--- src/rtl/rtst_shifter_pkg.sv ---
// Shared constants for the rtst_shifter shift/rotate stage.
package rtst_shifter_pkg;

    localparam int unsigned W   = 6;
    localparam int unsigned SHW = $clog2(W);

    localparam logic [1:0] OP_SRL = 2'b00;
    localparam logic [1:0] OP_SRA = 2'b01;
    localparam logic [1:0] OP_ROR = 2'b10;
    localparam logic [1:0] OP_SLL = 2'b11;

endpackage

--- src/rtl/rtst_barrel_core.sv ---
// Combinational log-stage barrel shifter; amt must already be reduced below W.
module rtst_barrel_core
    import rtst_shifter_pkg::*;
(
    input  logic [1:0]     op,
    input  logic [W-1:0]   a,
    input  logic [SHW-1:0] amt,
    output logic [W-1:0]   res_c,
    output logic           carry_c
);

    logic [W-1:0]   data;
    logic [W-1:0]   probe;
    logic [2*W-1:0] ext;
    logic           guard;
    logic           fill;

    // guard tracks the last bit pushed out; the final active stage leaves the overall last one
    always_comb begin
        data  = a;
        guard = 1'b0;
        ext   = '0;
        probe = '0;
        fill  = (op == OP_SRA) & a[W-1];
        for (int unsigned k = 0; k < SHW; k++) begin
            if (amt[k]) begin
                if (op == OP_SLL) begin
                    probe = data >> (W - (32'd1 << k));
                    ext   = {{W{1'b0}}, data} << (32'd1 << k);
                end else begin
                    probe = data >> ((32'd1 << k) - 32'd1);
                    if (op == OP_ROR) begin
                        ext = {data, data} >> (32'd1 << k);
                    end else begin
                        ext = {{W{fill}}, data} >> (32'd1 << k);
                    end
                end
                guard = probe[0];
                data  = ext[W-1:0];
            end
        end
    end

    assign res_c   = data;
    assign carry_c = (op == OP_ROR) ? ((amt != '0) & data[W-1]) : guard;

endmodule

--- src/rtl/rtst_shifter.sv ---
// Registered shift/rotate stage: amount clamping, zero flag and output registers.
module rtst_shifter
    import rtst_shifter_pkg::*;
(
    input  logic         clk,
    input  logic         rst_n,
    input  logic         in_valid,
    input  logic [1:0]   op,
    input  logic [W-1:0] a,
    input  logic [W-1:0] b,
    output logic [W-1:0] s,
    output logic         zero,
    output logic         carry,
    output logic         out_valid
);

    logic           over;
    logic [SHW-1:0] amt;
    logic [W-1:0]   core_res;
    logic           core_carry;
    logic [W-1:0]   s_nxt;
    logic           carry_nxt;

    assign over = 32'(b) >= W;
    assign amt  = SHW'(32'(b) % W);

    rtst_barrel_core u_core (
        .op      (op),
        .a       (a),
        .amt     (amt),
        .res_c   (core_res),
        .carry_c (core_carry)
    );

    // Out-of-range amounts saturate for shifts; rotates always wrap mod W
    always_comb begin
        s_nxt     = core_res;
        carry_nxt = core_carry;
        if (over && (op != OP_ROR)) begin
            if (op == OP_SRA) begin
                s_nxt     = {W{a[W-1]}};
                carry_nxt = a[W-1];
            end else begin
                s_nxt     = '0;
                carry_nxt = 1'b0;
            end
        end
    end

    always_ff @(posedge clk or negedge rst_n) begin
        if (!rst_n) begin
            s         <= '0;
            zero      <= 1'b0;
            carry     <= 1'b0;
            out_valid <= 1'b0;
        end else begin
            out_valid <= in_valid;
            if (in_valid) begin
                s     <= s_nxt;
                zero  <= (s_nxt == '0);
                carry <= carry_nxt;
            end
        end
    end

endmodule

--- config.mk ---
export PLATFORM = sky130hd
export DESIGN_NAME = rtst_shifter
export DESIGN_NICKNAME = d
export VERILOG_FILES = /design/src/rtl/rtst_shifter_pkg.sv /design/src/rtl/rtst_barrel_core.sv /design/src/rtl/rtst_shifter.sv
export SDC_FILE = /design/constraint.sdc
export NUM_CORES = 1
export LEC_CHECK = 0
export BUFFER_PORTS_ARGS = -buffer_cell sky130_fd_sc_hd__buf_2
export CORE_MARGIN = 2
export CORE_UTILIZATION = 50
export CTS_CLUSTER_DIAMETER = 40
export CTS_CLUSTER_SIZE = 40
export DETAILED_ROUTE_END_ITERATION = 6
export PLACE_DENSITY = 0.74
export SETUP_SLACK_MARGIN = 0.4
export SLEW_MARGIN = 20
export SYNTH_ARGS = -nofsm -noshare
export SYNTH_HDL_FRONTEND = slang
export SYNTH_SLANG_ARGS = --single-unit
export TNS_END_PERCENT = 30
--- constraint.sdc ---
create_clock -name clk -period 1.1 [get_ports clk]
set_input_delay 0.22 -clock clk [delete_from_list [all_inputs] [get_ports clk]]
set_output_delay 0.22 -clock clk [all_outputs]
set_load 0.005 [all_outputs]
Word-level counts from Yosys, hierarchy flattened

Cells that the tools add are included.

Bits of input ports: 17
Output and inout bits: 9
Flip-flop bits (word level): 9
Logic and storage cells: 35

Multiplexer cells: 20
Equality and inequality tests: 4
Bitwise gates (word level): 2
Div/mod/pow operators: 1
Reductions and logical operators: 3
$lt $le $gt $ge: 1

Operators with widths:

| cell                 | count |
|---|---|
| $mux 6               | 11 |
| $mod 6x3->32 const B | 1 |
| $mux 1               | 9 |
| $ge 6x3->1 const B   | 1 |
| $logic_not 6->1      | 1 |
| $eq 2x2->1 const B   | 2 |
| $reduce_bool 3->1    | 1 |
| $and 1x1->1          | 2 |
| $eq 2x1->1 const B   | 1 |
| $ne 2x2->1 const B   | 1 |
| $logic_and 1x1->1    | 1 |

Logic depth before layout (Yosys ltp)

Gate-level depths: netlist of the first run.

Depth after elaboration: 14
Gate-level depth with buffers: 12

Cells and area by module

From an unflattened synthesis of the first run, not the netlist that was laid out.

Cells, all modules: 160
Area total of the unflattened synthesis: 1221.2 um2

By module, submodules not included:

| module           | sequential area each (um2) | instances | cells an instance | area each (um2) |
|---|---|---|---|---|
| rtst_shifter     | 225.2                      | 1         | 67                | 618.1 |
| rtst_barrel_core | 0.0                        | 1         | 93                | 603.1 |

Worst setup path after synthesis of the first run

OpenSTA, ideal clock, no wires.

Kind: input to register
From: in b[4]
To: reg carry
Stages: 11
Setup slack: -1.469 ns
Data required time: 0.966 ns
Data arrival time: 2.435 ns
Cells stage by stage: inv_1 ha_1 and3b_2 o21ba_2 nor2_1 mux2i_2 nand2_4 mux2_4 a221oi_2 a311o_1 a21oi_1

Word-level cells in the longest chain between the ends: 11
Elaborated cells on any way between the ends: 19

RTL lines:

| what                 | line                   | source |
|---|---|---|
| from (decl)          | rtst_shifter.sv:10     | `input logic [W-1:0] b,` |
| $mod 6x3->32         | rtst_shifter.sv:25     | `assign amt = SHW'(32'(b) % W);` |
| $mux 6               | rtst_barrel_core.sv:26 | `if (amt[k]) begin` |
| $mux 6               | rtst_barrel_core.sv:32 | `if (op == OP_ROR) begin` |
| $mux 6               | rtst_barrel_core.sv:27 | `if (op == OP_SLL) begin` |
| $mux 6               | rtst_barrel_core.sv:26 |  |
| $mux 6               | rtst_barrel_core.sv:32 |  |
| $mux 6               | rtst_barrel_core.sv:27 |  |
| $mux 6               | rtst_barrel_core.sv:26 |  |
| $and 1x1->1          | rtst_barrel_core.sv:45 | `assign carry_c = (op == OP_ROR) ? ((amt != '0) & data[W-1]) : guard;` |
| $mux 1               | rtst_barrel_core.sv:45 |  |
| $mux 1 *             | rtst_shifter.sv:39     | `if (over && (op != OP_ROR)) begin` |
| to (signal assigned) | rtst_shifter.sv:61     | `carry <= carry_nxt;` |
| to (decl)            | rtst_shifter.sv:13     | `output logic carry,` |

Every way passes the cells marked *; elsewhere a longest branch is shown, timed or not.
A chain may end at the register's enable or synchronous reset.

Worst setup path in the final report of the first run

From: in b[5]
To: reg carry

The elaborated chain is that of the path after synthesis.

==> implementation parameters, run 1 <==
Parameter                              Value

Placed design
  Total of buffers placed on input and output ports ... 25
  Cell area reported after detailed placement ... roughly 0.0017 mm^2
  Last weighted congestion value of the routability-driven placer ... approximately 0.91
  Inst Count DP ... 263
  Detailed placement HPWL ... ~3300 um

Synthesis
  Fraction of synthesized cell area taken by the top area cell type ... between 10% and 20%
  Per-instance average area after synthesis ... 7.14 um^2
  Seq cells post-synth ... 9
  Leading cell types by total area after synthesis ... sky130_fd_sc_hd__dfrtp_1 (18%), sky130_fd_sc_hd__a21oi_1 (8.2%), sky130_fd_sc_hd__nand2_1 (6.5%)
  Share of synthesized area occupied by flip-flops and latches ... about 18%
  Count of cell types in the netlist ... 52
  Most common flop cell mapped by yosys ... sky130_fd_sc_hd__dfrtp_1
  Combined area of all synthesized cells ... around 0.0013 mm^2
  Most common cell in the synthesized netlist ... sky130_fd_sc_hd__nand2_1
  Ys Warns ... 0
  Count of flip-flops with a built-in enable after synthesis ... 0
  Synthesized netlist cell count ... approximately 180
  Async set-reset flop share out of synthesis ... 100%
  Cell type with the largest total area after synthesis ... sky130_fd_sc_hd__dfrtp_1
  Post-synth top cells ... sky130_fd_sc_hd__nand2_1 (22), sky130_fd_sc_hd__a21oi_1 (21), sky130_fd_sc_hd__nor2_1 (20)
  Syn nets ... a little under 200

Global route
  Via count of the first global-routing pass ... 1670
  First-pass GRT wire length ... around 7100 um
  Sum of overflow across all layers after global routing ... 0
  Overall routing resource usage ... between 30% and 40%
  Antenna violations before repair ... 0
  Maximum number of pins on one net before global-route repair ... 14

Timing
  Post-layout min period ... 2.53 ns
  Setup repair after global routing missed its margin ... yes
  Worst-case headroom to the max-slew limit ... a little over 60%
  Final Hold Fails ... 0
  Number of failing setup endpoints in the final timing report ... 8
  Worst-case clock skew ... 0 ns
  Smallest setup slack after layout ... -1.43 ns
  Max frequency ... just under 400 MHz
  Max Transition Viols Final ... 0
  Transition at the pin with the smallest max-transition slack ... slightly below 0.6 ns
  Share of the clock period used by the worst path ... 230%
  Hold slack final ... around 0.31 ns

Min path
  Launch point of the worst hold path ... in_valid
  Worst min-delay path class ... input pin to flop
  Number of cells on the worst hold path ... 2
  Hold Path Sink ... out_valid

Layout
  Fillcell total ... 144
  Combined area of the multi-input logic cells ... between 0.001 and 0.0015 mm^2
  Proportion of layout cells with a drive suffix above 1 ... between 40% and 50%
  Finished layout cell area ... approximately 0.002 mm^2
  Final antenna diode count ... 0
  Storage element area ... between 200 and 250 um^2
  Nets ... ~270
  Area added between synthesis and finish ... 60.3%
  Number of standard cells in the layout, taps in and fillers out ... around 280

Drt
  Via count ... 1784
  Wirelength per Cell ... 18.7 um
  Total wirelength of the detailed-routed design ... ~5200 um
  Via density per instance ... 6.49
  DRC violation count after routing ... 0
  Count of nets left with antenna violations after detail routing ... 0
  Pre-Repair DR Iteration Count ... 5
  Number of design-rule violations left by the first detailed-router iteration ... 95

Clocking
  Library cell used as clock root buffer ... sky130_fd_sc_hd__clkbuf_4
  H-tree levels ... 1
  Number of sinks handled by clock tree synthesis ... 9
  Cts bufs inserted ... 3
  Buffers from clock root to sink, at most ... 2
  Worst-path clk slew ... 0.06 ns
  Latest clock arrival within the worst-skew pair ... approximately 0.26 ns
  CTS tree ... yes

Setup path
  Launch point of the worst reg-to-reg path ... s[5]
  Endpoint of the worst-slack reg-to-reg timing path ... s[5]
  Cell count of the worst reg-to-reg path ... 2
  Element type at the critical path end ... flop
  Critical Setup Path Class ... input pin to flop
  Crit path launch type ... input pin
  Maximum fanout count along the critical path ... 12
  Arrival time of data at the critical path endpoint ... 2.71 ns
  Setup slack on the worst flop-to-flop path ... 0.43 ns
  Required time of the worst setup path ... between 1 and 1.5 ns

Floorplan
  Number of placed I/O pins ... 26
  DIE AREA ... around 0.003 mm^2
  Core area ... around 0.0025 mm^2
  Die boundary width ... 54.6 um
  Row Count ... 18
  Die boundary height ... 54.6 um
  Initial core utilization ... about 52%

Power and ir drop
  Leakage component of the power ... a little under 0.9 nW
  VDD IR-drop max ... approximately 0.95 mV
  Pwr/cell area ... 847 mW/mm^2

Status
  Run status ... complete, but fails checks
  Violated checks ... setup timing

Job
  Number of maximum-capacitance constraint violations ... 0
==> area by class of cell <==
class / instances / share of cell area (%)
clock buffer: 4 / 1.28
inverter: 6 / 1.95
tap: 30 / 1.83
multi-input combinational: 153 / 58.1
sequential: 9 / 11.0
timing repair buffer: 73 / 25.8
==> per-stage QoR <==
step | TNS [ns] | power (mW) | worst slack (ns) | util (%)
2_1_floorplan | -9.86 | 0.883 | -1.35 | -
3_3_place_gp | -13.25 | 1.19 | -1.77 | 70.6
3_5_place_dp | -13.82 | 1.21 | -1.83 | 70.6
4_1_cts | -9.36 | 1.60 | -1.30 | 79.4
5_1_grt | -11.71 | 1.83 | -1.63 | 83.5
6_report | -10.70 | 1.74 | -1.43 | 83.5
==> cells in the final DEF, fill, tap and decap left out, types with 4 or more instances in the layout <==
| cell type | count |
|---|---|
| sky130_fd_sc_hd__nor3_1 | 4 |
| sky130_fd_sc_hd__a31oi_1 | 4 |
| sky130_fd_sc_hd__dfrtp_1 | 9 |
| sky130_fd_sc_hd__a21oi_2 | 5 |
| sky130_fd_sc_hd__nor2_1 | 19 |
| sky130_fd_sc_hd__nand2_1 | 22 |
| sky130_fd_sc_hd__inv_1 | 4 |
| sky130_fd_sc_hd__o21ai_0 | 7 |
| sky130_fd_sc_hd__a21oi_1 | 16 |
| sky130_fd_sc_hd__o21ai_1 | 4 |
| sky130_fd_sc_hd__nand3b_1 | 4 |
| sky130_fd_sc_hd__nand3_1 | 5 |
| sky130_fd_sc_hd__buf_4 | 44 |
| sky130_fd_sc_hd__buf_2 | 23 |
| sky130_fd_sc_hd__nand2b_1 | 4 |
==> routing by layer <==
layer  track usage, %  wire [um]  vias up
met3             7.92        408       31
met4             10.8        233        0
met5                0          0        -
li1                 -          -      795
met2             60.2       2680      141
met1             36.1       1830      817
==> cells by family after synthesis <==
logic type,synth area share (%)
DFF,17.6
AOI/OAI and AO/OA,37.7
adders and majority gates,2.94
muxes,7.05
buffers and inverters,5.97
and+or+nand+nor,28.8
==> flip-flops by register name, summed over array words and instances, names as in the netlist <==
name and count:
carry 1, s 6, out_valid 1, zero 1
==> worst max-delay path by stage <==
| stage | cells after the start | start | endpoint | slack (ns) |
|---|---|---|---|---|
| after CTS | 13 | b[4] | carry | -1.30 |
| after floorplan | 11 | b[5] | carry | -1.35 |
| after global routing | 12 | b[5] | carry | -1.63 |
| final | 12 | b[5] | carry | -1.43 |
| after global placement | 13 | b[5] | carry | -1.77 |
| after detailed placement | 13 | b[5] | carry | -1.83 |
==> report_power, final <==
part	internal, mW	switching, mW	total, mW
clock network	0.140	0.121	0.262
registers	0.374	0.0240	0.398
logic	0.502	0.575	1.08
total	1.02	0.720	1.74
==> critical path: stages <==
cell	delay, ns
sky130_fd_sc_hd__buf_12	0.10
sky130_fd_sc_hd__ha_4	0.19
sky130_fd_sc_hd__or2b_1	0.25
sky130_fd_sc_hd__a31oi_1	0.22
sky130_fd_sc_hd__a222oi_1	0.14
sky130_fd_sc_hd__buf_4	0.18
sky130_fd_sc_hd__o2bb2ai_1	0.48
sky130_fd_sc_hd__nor3_1	0.17
sky130_fd_sc_hd__nor3_1	0.25
sky130_fd_sc_hd__o21ai_1	0.11
sky130_fd_sc_hd__a311o_1	0.27
sky130_fd_sc_hd__a21oi_1	0.13
==> timing repair <==
| item | 4_1_cts | 5_1_grt |
|---|---|---|
| hold endpoints to repair | 9 | 0 |
| hold buffers | 1 | 0 |
| pin swaps | 16 | 9 |
| setup buffers | 5 | 2 |
| resized for setup | 33 | 17 |
| endpoints found under the setup margin | 17 | 17 |
(Power assumes the default switching activity.)
==> inputs of run 2 (changes only) <==
--- a/config.mk
+++ b/config.mk
@@ -7,3 +7,2 @@
 export LEC_CHECK = 0
-export BUFFER_PORTS_ARGS = -buffer_cell sky130_fd_sc_hd__buf_2
 export CORE_MARGIN = 2
@@ -13,3 +12,3 @@
 export DETAILED_ROUTE_END_ITERATION = 6
-export PLACE_DENSITY = 0.74
+export DONT_BUFFER_PORTS = 1
 export SETUP_SLACK_MARGIN = 0.4
@@ -18,2 +17,3 @@
 export SYNTH_HDL_FRONTEND = slang
+export SYNTH_HIERARCHICAL = 1
 export SYNTH_SLANG_ARGS = --single-unit
==> constraint.sdc (replaced) <==
create_clock -name clk -period 1.1 [get_ports clk]
set_input_delay 0.165 -clock clk [delete_from_list [all_inputs] [get_ports clk]]
set_output_delay 0.165 -clock clk [all_outputs]
set_load 0.005 [all_outputs]
==> run 2 against run 1 <==
Compared with the run above: the flow still finishes with violations (setup timing); highest routed layer unchanged; critical path depth up 4; clock-buffer cell count unchanged; routed wire length is 30% lower; sequential cell count did not move; utilization is 13 points lower.
==> implementation parameters, run 2 <==
Parameter                              Value

Setup path
  Launch point of the worst reg-to-reg path ... zero
  Crit path launch type ... input pin
  Element type at the critical path end ... flop
  Setup slack on the worst flop-to-flop path ... 0.32 ns (-0.11 ns)
  Arrival time of data at the critical path endpoint ... 2.58 ns (-0.13 ns)
  Maximum fanout count along the critical path ... 9 (-3)
  Required time of the worst setup path ... 1.24 ns (-0.05 ns)
  Cell count of the worst reg-to-reg path ... 1 (-1)
  Endpoint of the worst-slack reg-to-reg timing path ... zero
  Critical Setup Path Class ... input pin to flop

Layout
  Largest register FFs ... 6 (unchanged)
  Proportion of layout cells with a drive suffix above 1 ... 35.6% (-11 points)
  Register bank with the most flops ... s
  Number of standard cells in the layout, taps in and fillers out ... 216 (-21%)
  Final antenna diode count ... 0 (unchanged)
  Finished layout cell area ... 0.00159 mm^2 (-22%)
  Nets ... 207 (-22%)
  Most used cells in the layout excluding fill and tap cells ... sky130_fd_sc_hd__buf_4 (32), sky130_fd_sc_hd__a21oi_1 (21), sky130_fd_sc_hd__nor2_1 (16), sky130_fd_sc_hd__nand2_1 (11), sky130_fd_sc_hd__nand3_1 (10)
  Most common cell after layout, fill and taps aside ... sky130_fd_sc_hd__buf_4
  Area added between synthesis and finish ... 30.3%

Synthesis
  Seq cells post-synth ... 9 (unchanged)
  Count of flip-flops with a built-in enable after synthesis ... 0 (unchanged)
  Per-instance average area after synthesis ... 7.63 um^2 (+6.8%)
  Post-synth top cells ... sky130_fd_sc_hd__a21oi_1 (24), sky130_fd_sc_hd__nor2_1 (16), sky130_fd_sc_hd__nand2_1 (12)
  Cell type with the largest total area after synthesis ... sky130_fd_sc_hd__dfrtp_1
  Ys Warns ... 6 (+6)
  Most common flop cell mapped by yosys ... sky130_fd_sc_hd__dfrtp_1
  Combined area of all synthesized cells ... 0.00122 mm^2 (-4.5%)
  Fraction of synthesized cell area taken by the top area cell type ... 18.4% (+0.83 points)
  Syn nets ... 178 (-11%)
  Share of synthesized area occupied by flip-flops and latches ... 18.4% (+0.83 points)
  Leading cell types by total area after synthesis ... sky130_fd_sc_hd__dfrtp_1 (18%), sky130_fd_sc_hd__a21oi_1 (9.8%), sky130_fd_sc_hd__nor2_1 (4.9%)
  Most common cell in the synthesized netlist ... sky130_fd_sc_hd__a21oi_1
  Count of cell types in the netlist ... 58 (+12%)
  Synthesized netlist cell count ... 160 (-11%)
  Async set-reset flop share out of synthesis ... 100% (unchanged)

Clocking
  CTS tree ... yes
  H-tree levels ... 1 (unchanged)
  Latest clock arrival within the worst-skew pair ... 0.25 ns (about the same)
  Buffers from clock root to sink, at most ... 2 (unchanged)
  Worst-path clk slew ... 0.06 ns (about the same)
  Cts bufs inserted ... 3 (unchanged)
  Number of sinks handled by clock tree synthesis ... 9 (unchanged)
  Library cell used as clock root buffer ... sky130_fd_sc_hd__clkbuf_4

Global route
  Via count of the first global-routing pass ... 1218 (-27%)
  First-pass GRT wire length ... 5610 um (-21%)
  Overall routing resource usage ... 26.6% (-6.0 points)
  Maximum number of pins on one net before global-route repair ... 28 (+14)
  Sum of overflow across all layers after global routing ... 0 (unchanged)
  Antenna violations before repair ... 0 (unchanged)

Power and ir drop
  Overall power after layout ... 1.43 mW (-18%)
  Pwr/cell area ... 896 mW/mm^2 (+5.8%)
  VDD IR-drop max ... 0.925 mV (-2.9%)
  Leakage component of the power ... 0.651 nW (-27%)

Timing
  Total negative slack for setup checks ... -9.28 ns (+1.42 ns)
  Share of the clock period used by the worst path ... 222% (-7.9 points)
  Setup repair after global routing missed its margin ... yes
  Smallest setup slack after layout ... -1.34 ns (+0.0864 ns)
  Worst-case clock skew ... 0 ns (unchanged)
  Final Hold Fails ... 0 (unchanged)
  Worst-case headroom to the max-slew limit ... 65.0% (+3.4 points)
  Max Transition Viols Final ... 0 (unchanged)
  Max frequency ... 410 MHz (+3.5%)
  Post-layout min period ... 2.44 ns (-0.0864 ns)
  Transition at the pin with the smallest max-transition slack ... 0.523 ns (-0.0542 ns)
  Number of failing setup endpoints in the final timing report ... 8 (unchanged)

Drt
  Via density per instance ... 6.37 (-1.9%)
  DRC violation count after routing ... 0 (unchanged)
  Count of nets left with antenna violations after detail routing ... 0 (unchanged)
  Total wirelength of the detailed-routed design ... 3590 um (-30%)
  Pre-Repair DR Iteration Count ... 4 (-1)
  Wirelength per Cell ... 16.6 um (-11%)
  Number of design-rule violations left by the first detailed-router iteration ... 38 (-60%)
  Via count ... 1375 (-23%)

Floorplan
  Die boundary width ... 53.4 um (-2.1%)
  DIE AREA ... 0.00285 mm^2 (-4.2%)
  Row Count ... 17 (-1)
  Die boundary height ... 53.4 um (-2.1%)
  Initial core utilization ... 54.2% (+2.1 points)
  Number of placed I/O pins ... 26 (unchanged)
  Core area ... 0.00225 mm^2 (-8.2%)

Placed design
  Worst slack at placement ... -1.62 ns (+0.207 ns)
  Detailed placement HPWL ... 2480 um (-24%)
  Inst Count DP ... 205 (-22%)
  Total of buffers placed on input and output ports ... 0 (-100%)
  Last weighted congestion value of the routability-driven placer ... 0.834 (-8.7%)
  Cell area reported after detailed placement ... 0.00143 mm^2 (-18%)

Min path
  Number of cells on the worst hold path ... 1 (-1)
  Worst min-delay path class ... input pin to flop
  Launch point of the worst hold path ... in_valid
  Hold Path Sink ... s[1]

Status
  Violated checks ... setup timing
  Run status ... complete, but fails checks

Job
  Number of maximum-capacitance constraint violations ... 0 (unchanged)
==> run 2: cell types whose count changed after synthesis, sizes merged, moves of 3 or more <==
cell | previous run | this run
nand2b | 5 | 2
a311oi | 0 | 5
o21ai | 13 | 4
nand3b | 4 | 0
nand3 | 6 | 10
buf | 4 | 10
clkbuf | 7 | 3
nand2 | 23 | 13
nor2 | 20 | 16
a21oi | 21 | 25
and2 | 3 | 0
==> run 2: final cells by class <==
class,count,area (um^2)
Fill cell,188,663
Sequential cell,9,225
Tap cell,28,35.0
Clock buffer,4,26.3
Inverter,7,28.8
Multi-Input combinational cell,130,962
Timing Repair Buffer,38,314
==> run 2: per-stage QoR <==
step	utilization [%]	hold slack, ns
2_1_floorplan	-	-0.131
3_3_place_gp	63.3	-0.130
3_5_place_dp	63.3	-0.130
4_1_cts	68.0	0.0173
5_1_grt	70.6	0.00355
6_report	70.6	0.0172
==> run 2: power by group <==
part           internal, mW  switching [mW]
sequential            0.373          0.0300
combinational         0.432           0.347
clock                 0.139           0.106
total                 0.943           0.483
==> run 2: worst max path at each step <==
stage            to  slack [ns]  startpoint  cells after the start
2_1_floorplan  zero       -1.52        b[4]                     15
3_3_place_gp   zero       -1.57        b[4]                     14
3_5_place_dp   zero       -1.62        b[4]                     14
4_1_cts        zero       -1.35        b[4]                     14
5_1_grt        zero       -1.49        b[4]                     16
6_report       zero       -1.34        b[4]                     16
==> run 2: what timing repair did <==
action,CTS,global route
buffers inserted,5,0
endpoints found under the hold margin,16,0
gates resized for setup,3,14
hold buffers,2,0
setup endpoints to repair,17,18
pin swaps,10,6
==> run 2: cell families (layout without fill, tap and decap cells) <==
| kind of cell | Yosys count | after routing | synth area share [%] |
|---|---|---|---|
| DFF | 9 | 9 | 18.4 |
| adders and majority gates | 1 | 1 | 1.02 |
| and+or+nand+nor | 60 | 60 | 26.2 |
| muxes | 8 | 8 | 8.20 |
| xor gates and xnor gates | 2 | 2 | 1.43 |
| buffers and inverters | 21 | 49 | 9.73 |
| AOI/OAI and AO/OA | 59 | 59 | 34.9 |
==> run 2: critical path, stage by stage <==
cell                      delay (ns)
sky130_fd_sc_hd__ha_4           0.23
sky130_fd_sc_hd__and4b_1        0.20
sky130_fd_sc_hd__nor4b_2        0.28
sky130_fd_sc_hd__nand2_1        0.08
sky130_fd_sc_hd__mux2i_1        0.13
sky130_fd_sc_hd__buf_4          0.16
sky130_fd_sc_hd__buf_6          0.12
sky130_fd_sc_hd__buf_6          0.13
sky130_fd_sc_hd__nand2_1        0.06
sky130_fd_sc_hd__o22a_1         0.23
sky130_fd_sc_hd__nor2_1         0.12
sky130_fd_sc_hd__o32a_1         0.21
sky130_fd_sc_hd__nor4_2         0.05
sky130_fd_sc_hd__nand2_1        0.08
sky130_fd_sc_hd__a21oi_2        0.05
sky130_fd_sc_hd__mux2_4         0.27
==> run 2: metal layers <==
metal,GRT usage [%],part of all wire (%)
met5,0,0
met2,43.2,48
met3,5.08,5.6
met1,37.5,46
met4,2.14,0.39
